## src/rtl/pipelined_control_if.sv

```systemverilog
// Fetch/datapath-facing bundle of the pipelined control decoder.
// The master is the fetch/datapath side; the slave is the decoder itself.
interface pipelined_control_if #(
    parameter int MCODEBITS = 9,
    parameter int OPWIDTH   = 3,
    parameter int CNTW      = 8
) ();

    logic [MCODEBITS-1:0] Instr;
    logic                 InstrValid;
    logic                 InstrReady;
    logic                 Flush;

    logic                 CtrlValid;
    logic                 RegDst;
    logic                 Branch;
    logic                 MemtoReg;
    logic                 MemWrite;
    logic                 ALUSrc;
    logic                 RegWrite;
    logic                 ImmLoad;
    logic                 Parity;
    logic [OPWIDTH-1:0]   ALUOp;
    logic                 Illegal;
    logic                 Busy;
    logic [CNTW-1:0]      IllegalCount;

    modport master (
        output Instr, InstrValid, Flush,
        input  InstrReady, CtrlValid, RegDst, Branch, MemtoReg, MemWrite,
               ALUSrc, RegWrite, ImmLoad, Parity, ALUOp, Illegal, Busy,
               IllegalCount
    );

    modport slave (
        input  Instr, InstrValid, Flush,
        output InstrReady, CtrlValid, RegDst, Branch, MemtoReg, MemWrite,
               ALUSrc, RegWrite, ImmLoad, Parity, ALUOp, Illegal, Busy,
               IllegalCount
    );

endinterface

```

## src/rtl/pipelined_control.sv

```systemverilog
// Registered, handshaked instruction decoder: one word in per cycle, control bundle out one cycle later.
// Loads are held for LOAD_LAT cycles, Flush kills the held bundle, illegal opcodes are counted.
module pipelined_control #(
    parameter int MCODEBITS  = 9,
    parameter int OPCODEBITS = 4,
    parameter int OPWIDTH    = 3,
    parameter int LOAD_LAT   = 2,
    parameter int CNTW       = 8
) (
    input  logic                Clk,
    input  logic                Reset_n,
    pipelined_control_if.slave  bus
);

    localparam logic [3:0] CNT_INIT = 4'(LOAD_LAT - 1);

    logic [OPCODEBITS-1:0] opcode;
    logic [3:0]            op_low;
    logic                  op_high_nz;
    logic                  accept;
    logic [3:0]            cnt;
    logic                  unused_operand;

    logic               dec_reg_dst;
    logic               dec_branch;
    logic               dec_mem_to_reg;
    logic               dec_mem_write;
    logic               dec_alu_src;
    logic               dec_reg_write;
    logic               dec_imm_load;
    logic               dec_parity;
    logic [OPWIDTH-1:0] dec_alu_op;
    logic               dec_illegal;
    logic               dec_load;

    assign opcode         = bus.Instr[MCODEBITS-1 -: OPCODEBITS];
    assign op_low         = opcode[3:0];
    assign op_high_nz     = (opcode >> 4) != '0;
    assign unused_operand = ^bus.Instr[MCODEBITS-OPCODEBITS-1:0];

    assign bus.InstrReady = (cnt == 4'd0) && !bus.Flush;
    assign accept         = bus.InstrValid && bus.InstrReady;
    assign bus.Busy       = (cnt != 4'd0);

    always_comb begin
        dec_reg_dst    = 1'b0;
        dec_branch     = 1'b0;
        dec_mem_to_reg = 1'b0;
        dec_mem_write  = 1'b0;
        dec_alu_src    = 1'b0;
        dec_reg_write  = 1'b1;
        dec_imm_load   = 1'b0;
        dec_parity     = 1'b0;
        dec_alu_op     = OPWIDTH'(3'b111);
        dec_illegal    = 1'b0;
        dec_load       = 1'b0;
        if (op_high_nz) begin
            dec_illegal   = 1'b1;
            dec_reg_write = 1'b0;
        end else begin
            case (op_low)
                4'b0000: begin
                    dec_load       = 1'b1;
                    dec_alu_op     = OPWIDTH'(3'b110);
                    dec_mem_to_reg = 1'b1;
                    dec_reg_dst    = 1'b1;
                end
                4'b0001: begin
                    dec_reg_write = 1'b0;
                    dec_mem_write = 1'b1;
                    dec_reg_dst   = 1'b1;
                end
                4'b0010: begin
                    dec_alu_op  = OPWIDTH'(3'b010);
                    dec_reg_dst = 1'b1;
                end
                4'b0011: begin
                    dec_alu_op    = OPWIDTH'(3'b011);
                    dec_branch    = 1'b1;
                    dec_reg_write = 1'b0;
                    dec_reg_dst   = 1'b1;
                end
                4'b0100: begin
                    dec_alu_op  = OPWIDTH'(3'b001);
                    dec_alu_src = 1'b1;
                end
                4'b0101: begin
                    dec_alu_op  = OPWIDTH'(3'b000);
                    dec_reg_dst = 1'b1;
                end
                4'b0110: begin
                    dec_alu_op  = OPWIDTH'(3'b100);
                    dec_alu_src = 1'b1;
                end
                4'b0111: begin
                    dec_alu_op  = OPWIDTH'(3'b101);
                    dec_alu_src = 1'b1;
                end
                4'b1000: begin
                    dec_alu_src  = 1'b1;
                    dec_imm_load = 1'b1;
                end
                4'b1001: begin
                    dec_parity  = 1'b1;
                    dec_reg_dst = 1'b1;
                end
                default: begin
                    dec_illegal   = 1'b1;
                    dec_reg_write = 1'b0;
                end
            endcase
        end
    end

    // Flush beats accept beats load stretch; cnt counts the remaining held cycles of a load.
    always_ff @(posedge Clk or negedge Reset_n) begin
        if (!Reset_n) begin
            bus.CtrlValid    <= 1'b0;
            bus.RegDst       <= 1'b0;
            bus.Branch       <= 1'b0;
            bus.MemtoReg     <= 1'b0;
            bus.MemWrite     <= 1'b0;
            bus.ALUSrc       <= 1'b0;
            bus.RegWrite     <= 1'b0;
            bus.ImmLoad      <= 1'b0;
            bus.Parity       <= 1'b0;
            bus.ALUOp        <= OPWIDTH'(3'b111);
            bus.Illegal      <= 1'b0;
            bus.IllegalCount <= '0;
            cnt              <= 4'd0;
        end else begin
            if (accept && dec_illegal && (bus.IllegalCount != '1))
                bus.IllegalCount <= bus.IllegalCount + CNTW'(1);

            if (bus.Flush) begin
                bus.CtrlValid <= 1'b0;
                bus.RegWrite  <= 1'b0;
                bus.MemWrite  <= 1'b0;
                cnt           <= 4'd0;
            end else if (accept) begin
                bus.CtrlValid <= 1'b1;
                bus.RegDst    <= dec_reg_dst;
                bus.Branch    <= dec_branch;
                bus.MemtoReg  <= dec_mem_to_reg;
                bus.MemWrite  <= dec_mem_write;
                bus.ALUSrc    <= dec_alu_src;
                bus.RegWrite  <= dec_reg_write && !(dec_load && (LOAD_LAT > 1));
                bus.ImmLoad   <= dec_imm_load;
                bus.Parity    <= dec_parity;
                bus.ALUOp     <= dec_alu_op;
                bus.Illegal   <= dec_illegal;
                cnt           <= dec_load ? CNT_INIT : 4'd0;
            end else if (cnt != 4'd0) begin
                // Load write-back fires only in the last held cycle.
                cnt          <= cnt - 4'd1;
                bus.RegWrite <= (cnt == 4'd1);
            end else begin
                bus.CtrlValid <= 1'b0;
                bus.RegWrite  <= 1'b0;
                bus.MemWrite  <= 1'b0;
            end
        end
    end

endmodule

```

## src/flat_wrapper.sv

```systemverilog
// flat-port wrapper written by rule: the top's interface ports become plain ports
module pipelined_control_flat 
#(
    parameter int MCODEBITS  = 9,
    parameter int OPCODEBITS = 4,
    parameter int OPWIDTH    = 3,
    parameter int LOAD_LAT   = 2,
    parameter int CNTW       = 8
)
  (Clk, Reset_n, bus_Instr, bus_InstrValid, bus_Flush, bus_InstrReady, bus_CtrlValid, bus_RegDst, bus_Branch, bus_MemtoReg, bus_MemWrite, bus_ALUSrc, bus_RegWrite, bus_ImmLoad, bus_Parity, bus_ALUOp, bus_Illegal, bus_Busy, bus_IllegalCount);
  pipelined_control_if #(.MCODEBITS(MCODEBITS), .OPWIDTH(OPWIDTH), .CNTW(CNTW)) bus_i ();
  input  logic Clk;
  input  logic Reset_n;
  input wire logic [$bits(bus_i.Instr)-1:0] bus_Instr;
  input wire logic [$bits(bus_i.InstrValid)-1:0] bus_InstrValid;
  input wire logic [$bits(bus_i.Flush)-1:0] bus_Flush;
  output wire logic [$bits(bus_i.InstrReady)-1:0] bus_InstrReady;
  output wire logic [$bits(bus_i.CtrlValid)-1:0] bus_CtrlValid;
  output wire logic [$bits(bus_i.RegDst)-1:0] bus_RegDst;
  output wire logic [$bits(bus_i.Branch)-1:0] bus_Branch;
  output wire logic [$bits(bus_i.MemtoReg)-1:0] bus_MemtoReg;
  output wire logic [$bits(bus_i.MemWrite)-1:0] bus_MemWrite;
  output wire logic [$bits(bus_i.ALUSrc)-1:0] bus_ALUSrc;
  output wire logic [$bits(bus_i.RegWrite)-1:0] bus_RegWrite;
  output wire logic [$bits(bus_i.ImmLoad)-1:0] bus_ImmLoad;
  output wire logic [$bits(bus_i.Parity)-1:0] bus_Parity;
  output wire logic [$bits(bus_i.ALUOp)-1:0] bus_ALUOp;
  output wire logic [$bits(bus_i.Illegal)-1:0] bus_Illegal;
  output wire logic [$bits(bus_i.Busy)-1:0] bus_Busy;
  output wire logic [$bits(bus_i.IllegalCount)-1:0] bus_IllegalCount;
  assign bus_i.Instr = bus_Instr;
  assign bus_i.InstrValid = bus_InstrValid;
  assign bus_i.Flush = bus_Flush;
  assign bus_InstrReady = bus_i.InstrReady;
  assign bus_CtrlValid = bus_i.CtrlValid;
  assign bus_RegDst = bus_i.RegDst;
  assign bus_Branch = bus_i.Branch;
  assign bus_MemtoReg = bus_i.MemtoReg;
  assign bus_MemWrite = bus_i.MemWrite;
  assign bus_ALUSrc = bus_i.ALUSrc;
  assign bus_RegWrite = bus_i.RegWrite;
  assign bus_ImmLoad = bus_i.ImmLoad;
  assign bus_Parity = bus_i.Parity;
  assign bus_ALUOp = bus_i.ALUOp;
  assign bus_Illegal = bus_i.Illegal;
  assign bus_Busy = bus_i.Busy;
  assign bus_IllegalCount = bus_i.IllegalCount;
  pipelined_control #(.MCODEBITS(MCODEBITS), .OPCODEBITS(OPCODEBITS), .OPWIDTH(OPWIDTH), .LOAD_LAT(LOAD_LAT), .CNTW(CNTW)) u_core (.Clk(Clk), .Reset_n(Reset_n), .bus(bus_i));
endmodule
```

## config.mk

```make
export PLATFORM = sky130hd
export DESIGN_NAME = pipelined_control_flat
export DESIGN_NICKNAME = d
export VERILOG_FILES = /design/src/rtl/pipelined_control_if.sv /design/src/rtl/pipelined_control.sv /design/src/flat_wrapper.sv
export SDC_FILE = /design/constraint.sdc
export NUM_CORES = 1
export LEC_CHECK = 0
export ABC_CLOCK_PERIOD_IN_PS = 4600
export CAP_MARGIN = 40
export CORE_MARGIN = 2
export CORE_UTILIZATION = 40
export DETAILED_ROUTE_END_ITERATION = 7
export DONT_BUFFER_PORTS = 1
export PLACE_DENSITY_LB_ADDON = 0.05
export SYNTH_ARGS = -nofsm -noshare
export SYNTH_HDL_FRONTEND = slang
export SYNTH_SLANG_ARGS = --single-unit
```

## constraint.sdc

```tcl
create_clock -name Clk -period 4.6 [get_ports Clk]
set_input_delay 0.92 -clock Clk [delete_from_list [all_inputs] [get_ports Clk]]
set_output_delay 0.92 -clock Clk [all_outputs]
set_load 0.01 [all_outputs]
```

==> results of run 1 <==
worst paths after layout:
kind / endpoint / slack [ns]
setup / recovery: bus_InstrReady / 1.53
hold / removal: u_core.bus.ALUSrc$_DFFE_PN0P_ / 0.27
setup reg to reg: u_core.cnt[0]$_DFFE_PN0P_ / 2.57
hold reg to reg: u_core.bus.ALUOp[0]$_DFFE_PN1P_ / 0.51
max in group asynchronous: u_core.bus.ALUOp[2]$_DFFE_PN1P_ / 4.16
min in group Clk: u_core.bus.ALUOp[0]$_DFFE_PN1P_ / 0.51
synth_stat cells (all sizes together):
library cell / count
nand3b: 1
nor2b: 1
nand2: 13
nor2: 7
or4b: 1
a21o: 1
a211oi: 1
ha: 4
and4: 3
xnor2: 7
nand2b: 4
dfstp: 3
a21oi: 4
o41ai: 2
mux2: 1
buf: 1
a221oi: 1
and2: 3
clkbuf: 5
nor3b: 1
o21bai: 1
nand3: 5
maj3: 1
o31ai: 1
o21ai: 7
nand4: 3
and3: 2
xor2: 2
o22a: 1
inv: 6
dfrtp: 22
o21a: 1
nor3: 4
or3: 1
a31oi: 1
kinds of logic (layout without fill, tap and decap cells):
logic type	Yosys count	after routing	synth area share
AND/OR/NAND/NOR	49	49	0.219
flip-flops	25	25	0.512
AO/OA/AOI/OAI	21	21	0.109
buffers and inverters	12	10	0.0377
XOR/XNOR	9	9	0.0642
adder cells (fa/ha/maj)	5	5	0.0489
multiplexers	1	1	0.00916
sequential cells by signal, summed over array words and instances, names as in the netlist:
name,flops
u_core.bus.Branch,1
u_core.bus.ALUSrc,1
u_core.bus.RegWrite,1
u_core.bus.RegDst,1
u_core.bus.MemWrite,1
u_core.bus.Illegal,1
u_core.bus.CtrlValid,1
u_core.bus.ImmLoad,1
u_core.bus.Parity,1
u_core.bus.IllegalCount,8
u_core.bus.MemtoReg,1
u_core.cnt,4
u_core.bus.ALUOp,3
power by group:
group	switching [mW]	internal, mW	total (mW)
registers	0.0863	0.302	0.388
logic	0.126	0.0917	0.218
clock network	0.0638	0.0340	0.0978
area by class of cell:
class / instances / area, um2 / share of cell area
Sequential cell: 25 / 629 / 0.495
Inverter: 6 / 22.5 / 0.0177
Tap cell: 33 / 41.3 / 0.0324
Multi-Input combinational cell: 85 / 553 / 0.435
Clock buffer: 4 / 26.3 / 0.0206
stage by stage:
| stage | utilization | power (mW) | instances | instance area, um2 | hold WS, ns |
|---|---|---|---|---|---|
| 2_1_floorplan | - | 0.573 | 122 | 1230 | 0.483 |
| 3_3_place_gp | 0.418 | 0.610 | 149 | 1250 | 0.494 |
| 3_5_place_dp | 0.418 | 0.617 | 149 | 1250 | 0.500 |
| 4_1_cts | 0.427 | 0.718 | 153 | 1270 | 0.259 |
| 5_1_grt | 0.427 | 0.767 | 153 | 1270 | 0.241 |
| 6_report | 0.427 | 0.704 | 153 | 1270 | 0.273 |
worst register-to-register path, delay by kind of cell, from the launching register on:
| kind | cells | cell delay [ns] |
|---|---|---|
| AND/OR/NAND/NOR | 2 | 0.98 |
| AO/OA/AOI/OAI | 1 | 0.22 |
| buffers and inverters | 1 | 0.11 |
| flip-flops | 1 | 0.44 |
| adder cells (fa/ha/maj) | 1 | 0.23 |
routing by layer:
layer  part of all wire  track usage  vias to the layer above
met1               0.48        0.179                      382
met3              0.049       0.0306                        5
met2               0.45        0.214                       22
li1                   -            -                      420
met5                  0            0                        -
met4              0.022       0.0779                        0
==> flow_summary_export.csv, run 1 <==
group,metric,value,unit
sta,setup_violations,0,
logic_synthesis,synth_warnings,0,
sta,clock.fmax,326,MHz
setup_path,required,3.68,ns
setup_path,slowest_stage,"nor3b_1",
clocking,clk_pin_slew_worst_paths,0.13,ns
sta,tns,0,ns
logic_synthesis,syn-cell-area,0.00123,mm2
drt,drt.antenna.violating_nets,0,
placed_design,hpwl,1590,um
layout,area_growth,3.56,%
drt,via_per_inst,5.42,
grt,overflow,0,
setup_path,arrival,2.15,ns
clocking,cts_tree,"done",
power_and_ir_drop,power.leakage,0.581,nW
setup_path,cp_num_cells,5,
drt,avgRoutedWirePerCell,14.4,um
clocking,cts_sinks,25,
logic_synthesis,synth.avg_cell_area,10.1,um2
clocking,hold_buffers,0,
grt,grt_start_max_net_pins,26,
sta,maxSlewViolCount,0,
clocking,clockBufferDepth,2,
logic_synthesis,synth_top_area_cell,"dfrtp_1",
clocking,cts_resized,0,
logic_synthesis,syn_inst,122,
placed_design,dp_slack,1.87,ns
setup_path,crit_chain,"inv_1 > ha_1 > nor3b_1 > inv_1 > nor2_1",
layout,drive_gt1_frac,0.0750,
sta,fin_crit_sh,0.667,
setup_path,r2r_cells,5,
placed_design,gp_congestion,0.719,
clocking,clk_latency,0.32,ns
layout,fillers,298,
setup_path,startpoint_type,"flip-flop",
setup_path,cp_top_family,"simple AND/OR/NAND/NOR gates",
die,die_h,59.4,um
drt,first_pass_iters,4,
setup_path,startpoint,"u_core.cnt[0]$_DFFE_PN0P_",
grt,grt_pass1_wl,3670,um
sta,finalHoldViolCount,0,
grt,antenna_found_initial,0,
logic_synthesis,synth.distinct_cells,37,
drt,drt_iter0_markers,14,
logic_synthesis,synth_top_area_frac,0.448,
clocking,numCtsBuffers,3,
sta,tightest_slew,0.694,ns
clocking,cts_setup_buffers,0,
layout,final_cell_mix,"dfrtp_1, nand2_1, nor2_1, o21ai_0, xnor2_1",
power_and_ir_drop,ir_worst_vdd,0.239,mV
setup_path,slowest_delay,0.60,ns
sta,relSlewSlack,0.536,
hold_path,hold_path.class,"input pin to asynchronous set/reset pin",
logic_synthesis,ys_seq_area_frac,0.512,
die,initial_core_util,0.413,
sta,rsz0062_at_grt,"false",
logic_synthesis,synth_area_leaders,"dfrtp_1, dfstp_2, xnor2_1",
sta,finClkSkew,0.00238,ns
drt,vias,829,
run,cap_viol_max_count,0,
setup_path,cp-end-kind,"primary output",
placed_design,port_buffers,0,
setup_path,path_buf_inv,2,
setup_path,crit_type,"flip-flop to primary output",
drt,wl,2200,um
logic_synthesis,synth_nets,139,
power_and_ir_drop,power.density,553,mW/mm2
die,io_pins,36,
layout,layout_commonest_cell,"dfrtp_1",
drt,drc_errors,0,
sta,setup_ws,1.53,ns
sta,fin_crit,3.07,ns
setup_path,path_max_fanout,7,
clocking,htreeDepth,1,
logic_synthesis,synth_seq_cells,25,
clocking,root_buffer,"clkbuf_4",
setup_path,cpMostUsedCell,"inv_1",
grt,grt_pass1_vias,829,
layout,final_nets,138,
die,die_x,59.4,um
die,dieArea,0.00353,mm2
die,rows,20,
setup_path,r2r_start,"u_core.cnt[0]$_DFFE_PN0P_",
grt,grtUsageTotal,0.139,
layout,diodes,0,
die,core,0.00298,mm2
outcome,outcome,"finished clean",
Note: power is estimated with default switching activity, not from simulation.
==> run 2, diff against run 1 <==
ABC_CLOCK_PERIOD_IN_PS = 2700   (was 4600)
clock period = 2.7 ns   (was 4.6 ns; I/O delays follow)
==> run 2 against run 1 <==
Sequential share of layout area down 1.5 points. Clock skew down 0.0013 ns. Total power up 76%. Count of clock-buffer cells in the layout unchanged. First-iteration DRC count up 110%. Clock power up 73%. Hold slack worse by 0.23 ns.
==> flow_summary_export.csv, run 2 (same netlist as run 1, synthesis figures left out) <==
group,metric,value,unit
placed_design,hpwl,1570,um
setup_path,cp-end-kind,"primary output",
setup_path,slowest_delay,0.44,ns
clocking,clk_latency,0.32,ns
hold_path,hold_path.class,"input pin to asynchronous set/reset pin",
power_and_ir_drop,power.density,944,mW/mm2
layout,largest_reg_flops,8,
clocking,numCtsBuffers,3,
run,cap_viol_max_count,0,
sta,clock.fmax,436,MHz
layout,final_nets,142,
grt,grt_pass1_vias,824,
die,rows,20,
drt,drc_errors,0,
sta,rsz0062_at_grt,"false",
grt,grtUsageTotal,0.142,
setup_path,required,2.16,ns
sta,tns,0,ns
grt,grt_pass1_wl,3710,um
clocking,clk_pin_slew_worst_paths,0.13,ns
drt,vias,850,
sta,finalHoldWorstSlack,0.0383,ns
placed_design,port_buffers,0,
die,die_x,59.4,um
setup_path,crit_type,"flip-flop to primary output",
clocking,cts_tree,"done",
die,io_pins,36,
setup_path,crit_chain,"inv_1 > ha_1 > nor3b_1 > buf_4 > inv_1 > nor2_1",
grt,antenna_found_initial,0,
sta,fin_crit,2.29,ns
clocking,cts_setup_buffers,0,
drt,drt.antenna.violating_nets,0,
die,dieArea,0.00353,mm2
sta,tightest_slew,0.472,ns
layout,final_cell_mix,"dfrtp_1, nand2_1, nor2_1, o21ai_0, xnor2_1",
sta,setup_violations,0,
drt,wl_met1,1120,um
drt,drt_iter0_markers,30,
clocking,cts_sinks,25,
power_and_ir_drop,power.leakage,0.602,nW
drt,topRoutingLayerUsed,"met4",
drt,route.met2.wl,978,um
placed_design,dp_slack,0.760,ns
drt,wl,2250,um
sta,relSlewSlack,0.684,
grt,overflow,0,
sta,fin_crit_sh,0.849,
power_and_ir_drop,ir_worst_vdd,0.436,mV
clocking,root_buffer,"clkbuf_4",
die,core,0.00298,mm2
layout,top_regs,"u_core.bus.IllegalCount (8), u_core.cnt (4), u_core.bus.ALUOp (3)",
die,initial_core_util,0.413,
sta,finalHoldViolCount,0,
drt,first_pass_iters,4,
sta,setup_ws,0.408,ns
layout,fillers,288,
setup_path,path_max_fanout,7,
layout,diodes,0,
layout,area_growth,6.82,%
setup_path,arrival,1.75,ns
power_and_ir_drop,total_power,1.24,mW
clocking,htreeDepth,1,
drt,avgRoutedWirePerCell,14.3,um
setup_path,startpoint_type,"flip-flop",
die,die_h,59.4,um
setup_path,cpMostUsedCell,"inv_1",
outcome,outcome,"finished clean",
sta,finClkSkew,0.00108,ns
clocking,clockBufferDepth,2,
layout,drive_gt1_frac,0.0968,
grt,grt_start_max_net_pins,23,
drt,routed-wl-met3,101,um
placed_design,gp_congestion,0.719,
setup_path,slowest_stage,"dfrtp_1",
drt,via_per_inst,5.41,
sta,maxSlewViolCount,0,
layout,regMostFlops,"u_core.bus.IllegalCount",
layout,finish.utilization,0.441,
layout,layout_commonest_cell,"dfrtp_1",
==> run 2: worst paths after layout <==
kind	from	end	slack, ns	cells past startpoint
min reg2reg	u_core.bus.ALUOp[0]$_DFFE_PN1P_	u_core.bus.ALUOp[0]$_DFFE_PN1P_	0.51	2
max in group asynchronous	Reset_n	u_core.bus.IllegalCount[1]$_DFFE_PN0P_	1.65	2
max reg2reg	u_core.cnt[0]$_DFFE_PN0P_	u_core.cnt[0]$_DFFE_PN0P_	0.80	6
max	u_core.cnt[0]$_DFFE_PN0P_	bus_InstrReady	0.41	6
min	Reset_n	u_core.bus.ALUOp[0]$_DFFE_PN1P_	0.04	0
min in group Clk	bus_Flush	u_core.cnt[1]$_DFFE_PN0P_	0.26	1
==> run 2: layout make-up <==
type / instances / area [um2] / area share
clock buffers: 4 / 26.3 / 0.0200
well taps: 33 / 41.3 / 0.0315
repair buffers: 4 / 40.0 / 0.0305
multi-input cells: 85 / 553 / 0.421
inverters: 6 / 22.5 / 0.0172
flip-flops and latches: 25 / 629 / 0.480
==> run 2: metal layers <==
layer | up-vias | GRT usage
li1 | 427 | -
met1 | 399 | 0.185
met2 | 19 | 0.217
met3 | 5 | 0.0328
met4 | 0 | 0.0779
met5 | - | 0
==> run 2: metrics by stage <==
step	area [um2]	instances
2_1_floorplan	1230	122
3_3_place_gp	1260	151
3_5_place_dp	1260	151
4_1_cts	1300	156
5_1_grt	1310	157
6_report	1310	157
==> run 2: repair_timing <==
| item | in CTS | in global routing |
|---|---|---|
| hold buffers | 1 | 0 |
| endpoints found under the hold margin | 22 | 0 |
| gates resized for setup | 0 | 0 |
==> run 2: power by group <==
group          internal, mW  leakage [nW]  switching, mW
clock network        0.0579        0.0150          0.111
registers             0.515         0.324          0.147
logic                 0.183         0.263          0.226
total                 0.755         0.602          0.484
==> run 2: critical path: cells and delay by family, from the launching register on <==
family                     cells  cell delay [ns]
and+or+nand+nor                2             0.39
adders and majority gates      1             0.24
buffers and inverters          3             0.37
DFF                            1             0.44
==> run 3, diff against run 2 <==
ABC_CLOCK_PERIOD_IN_PS = 2200   (was 2700)
clock period = 2.2 ns   (was 2.7 ns; I/O delays follow)
==> run 3 against run 2 <==
Global-route usage shrank 0.12 points. Sequential share of layout area down 0.50 points. Cell count unchanged. Critical path type unchanged. Largest power group unchanged. Highest routed layer unchanged.
==> flow_summary_export.csv, run 3 (same netlist as run 1, synthesis figures left out) <==
group,metric,value,unit
grt,grtUsageTotal,0.141,
clocking,cts_tree,"done",
sta,tns,0,ns
drt,drt.antenna.violating_nets,0,
grt,overflow,0,
drt,avgRoutedWirePerCell,14.3,um
clocking,htreeDepth,1,
grt,grt_start_max_net_pins,26,
power_and_ir_drop,total_power,1.54,mW
drt,drt_iter0_markers,19,
drt,wl,2250,um
die,core,0.00298,mm2
layout,final_nets,142,
sta,fin_crit,2.04,ns
layout,drive_gt1_frac,0.121,
clocking,cts_sinks,25,
sta,finalHoldWorstSlack,0.160,ns
die,rows,20,
drt,first_pass_iters,3,
sta,finClkSkew,0.0121,ns
clocking,clk_pin_slew_worst_paths,0.13,ns
drt,vias,831,
power_and_ir_drop,power.leakage,0.609,nW
layout,final_cell_mix,"dfrtp_1, nand2_1, o21ai_0, xnor2_1",
clocking,clk_latency,0.32,ns
clocking,clockBufferDepth,2,
setup_path,r2r_start,"u_core.cnt[0]$_DFFE_PN0P_",
die,initial_core_util,0.413,
setup_path,startpoint,"u_core.cnt[0]$_DFFE_PN0P_",
placed_design,gp_congestion,0.708,
clocking,numCtsBuffers,3,
die,io_pins,36,
placed_design,port_buffers,0,
setup_path,required,1.76,ns
sta,finalHoldViolCount,0,
setup_path,slowest_delay,0.43,ns
hold_path,hold_path.class,"input pin to flip-flop",
run,cap_viol_max_count,0,
layout,diodes,0,
sta,clock.fmax,490,MHz
sta,fin_crit_sh,0.928,
setup_path,cpMostUsedCell,"inv_1",
outcome,outcome,"finished clean",
die,die_x,59.4,um
sta,relSlewSlack,0.809,
setup_path,slowest_stage,"dfrtp_1",
sta,tightest_slew,0.283,ns
layout,top_regs,"u_core.bus.IllegalCount (8), u_core.cnt (4), u_core.bus.ALUOp (3)",
setup_path,crit_chain,"inv_1 > ha_1 > nor3b_2 > inv_1 > nor2_2",
placed_design,hpwl,1620,um
layout,regMostFlops,"u_core.bus.IllegalCount",
sta,rsz0062_at_grt,"false",
setup_path,cp-end-kind,"primary output",
grt,grt_pass1_wl,3700,um
die,dieArea,0.00353,mm2
layout,fillers,308,
sta,maxSlewViolCount,0,
hold_path,hp-start,"bus_Flush",
layout,area_growth,7.94,%
power_and_ir_drop,ir_worst_vdd,0.593,mV
setup_path,arrival,1.60,ns
drt,via_per_inst,5.29,
power_and_ir_drop,power.density,1160,mW/mm2
layout,largest_reg_flops,8,
drt,drc_errors,0,
clocking,root_buffer,"clkbuf_4",
grt,grt_pass1_vias,827,
setup_path,path_max_fanout,5,
grt,antenna_found_initial,0,
setup_path,startpoint_type,"flip-flop",
layout,layout_commonest_cell,"dfrtp_1",
die,die_h,59.4,um
setup_path,crit_type,"flip-flop to primary output",
sta,setup_violations,0,
[run 3: cell types whose count changed in the layout (fill, tap and decap cells not counted)]
cell / before / now
nor2_2: 0 / 1
nor2_1: 7 / 6
nor3b_2: 0 / 1
buf_12: 0 / 1
buf_8: 1 / 0
clkbuf_1: 1 / 0
nor3b_1: 1 / 0
clkinv_2: 0 / 1
[run 3: timing repair]
action	4_1_cts	5_1_grt
hold buffers	2	0
endpoints found under the hold margin	25	0
endpoints found under the setup margin	1	1
resized for setup	1	1
buffers inserted	0	0
[run 3: metal layers]
| metal | GRT usage | wire (um) | vias to the layer above |
|---|---|---|---|
| met4 | 0.0779 | 49 | 0 |
| li1 | - | - | 424 |
| met1 | 0.192 | 1120 | 382 |
| met3 | 0.0306 | 105 | 5 |
| met5 | 0 | 0 | - |
| met2 | 0.206 | 967 | 20 |
[run 3: final cells by class]
| class | instances | area, um2 | share of cell area |
|---|---|---|---|
| clock buffers | 3 | 22.5 | 0.0170 |
| clock inverters | 1 | 5.00 | 0.00377 |
| inverters | 6 | 22.5 | 0.0170 |
| multi-input cells | 85 | 561 | 0.423 |
| flip-flops and latches | 25 | 629 | 0.475 |
| well taps | 33 | 41.3 | 0.0311 |
| repair buffers | 4 | 45.0 | 0.0340 |
[run 3: per-stage QoR]
step,worst slack (ns),cells,cell area (um2),util
detailed placement,0.366,151,1260,0.424
finish,0.159,157,1330,0.445
floorplan,0.199,122,1230,-
CTS,0.0894,157,1320,0.445
global placement,0.400,151,1260,0.424
global route,0.0334,157,1330,0.445
[run 3: final timing paths]
check	endpoint	slack, ns	cells past startpoint
setup / recovery	bus_InstrReady	0.16	5
hold / removal	u_core.cnt[1]$_DFFE_PN0P_	0.16	1
setup reg to reg	u_core.bus.IllegalCount[1]$_DFFE_PN0P_	0.40	5
hold reg to reg	u_core.bus.ALUOp[0]$_DFFE_PN1P_	0.51	2
max in group asynchronous	u_core.bus.ALUOp[2]$_DFFE_PN1P_	1.43	2
min in group asynchronous	u_core.bus.IllegalCount[7]$_DFFE_PN0P_	0.53	2
[run 3: worst max-delay path: cells and delay by family (launching register included)]
kind	cells	cell delay (ns)
DFF	1	0.43
and+or+nand+nor	2	0.38
buffers and inverters	2	0.24
adders and majority gates	1	0.24
[run 3: power by group]
group | total [mW] | leakage [nW] | internal [mW] | switching, mW
logic | 0.522 | 0.267 | 0.234 | 0.288
registers | 0.817 | 0.324 | 0.632 | 0.186
clock network | 0.199 | 0.0177 | 0.0680 | 0.131
total | 1.54 | 0.609 | 0.933 | 0.605
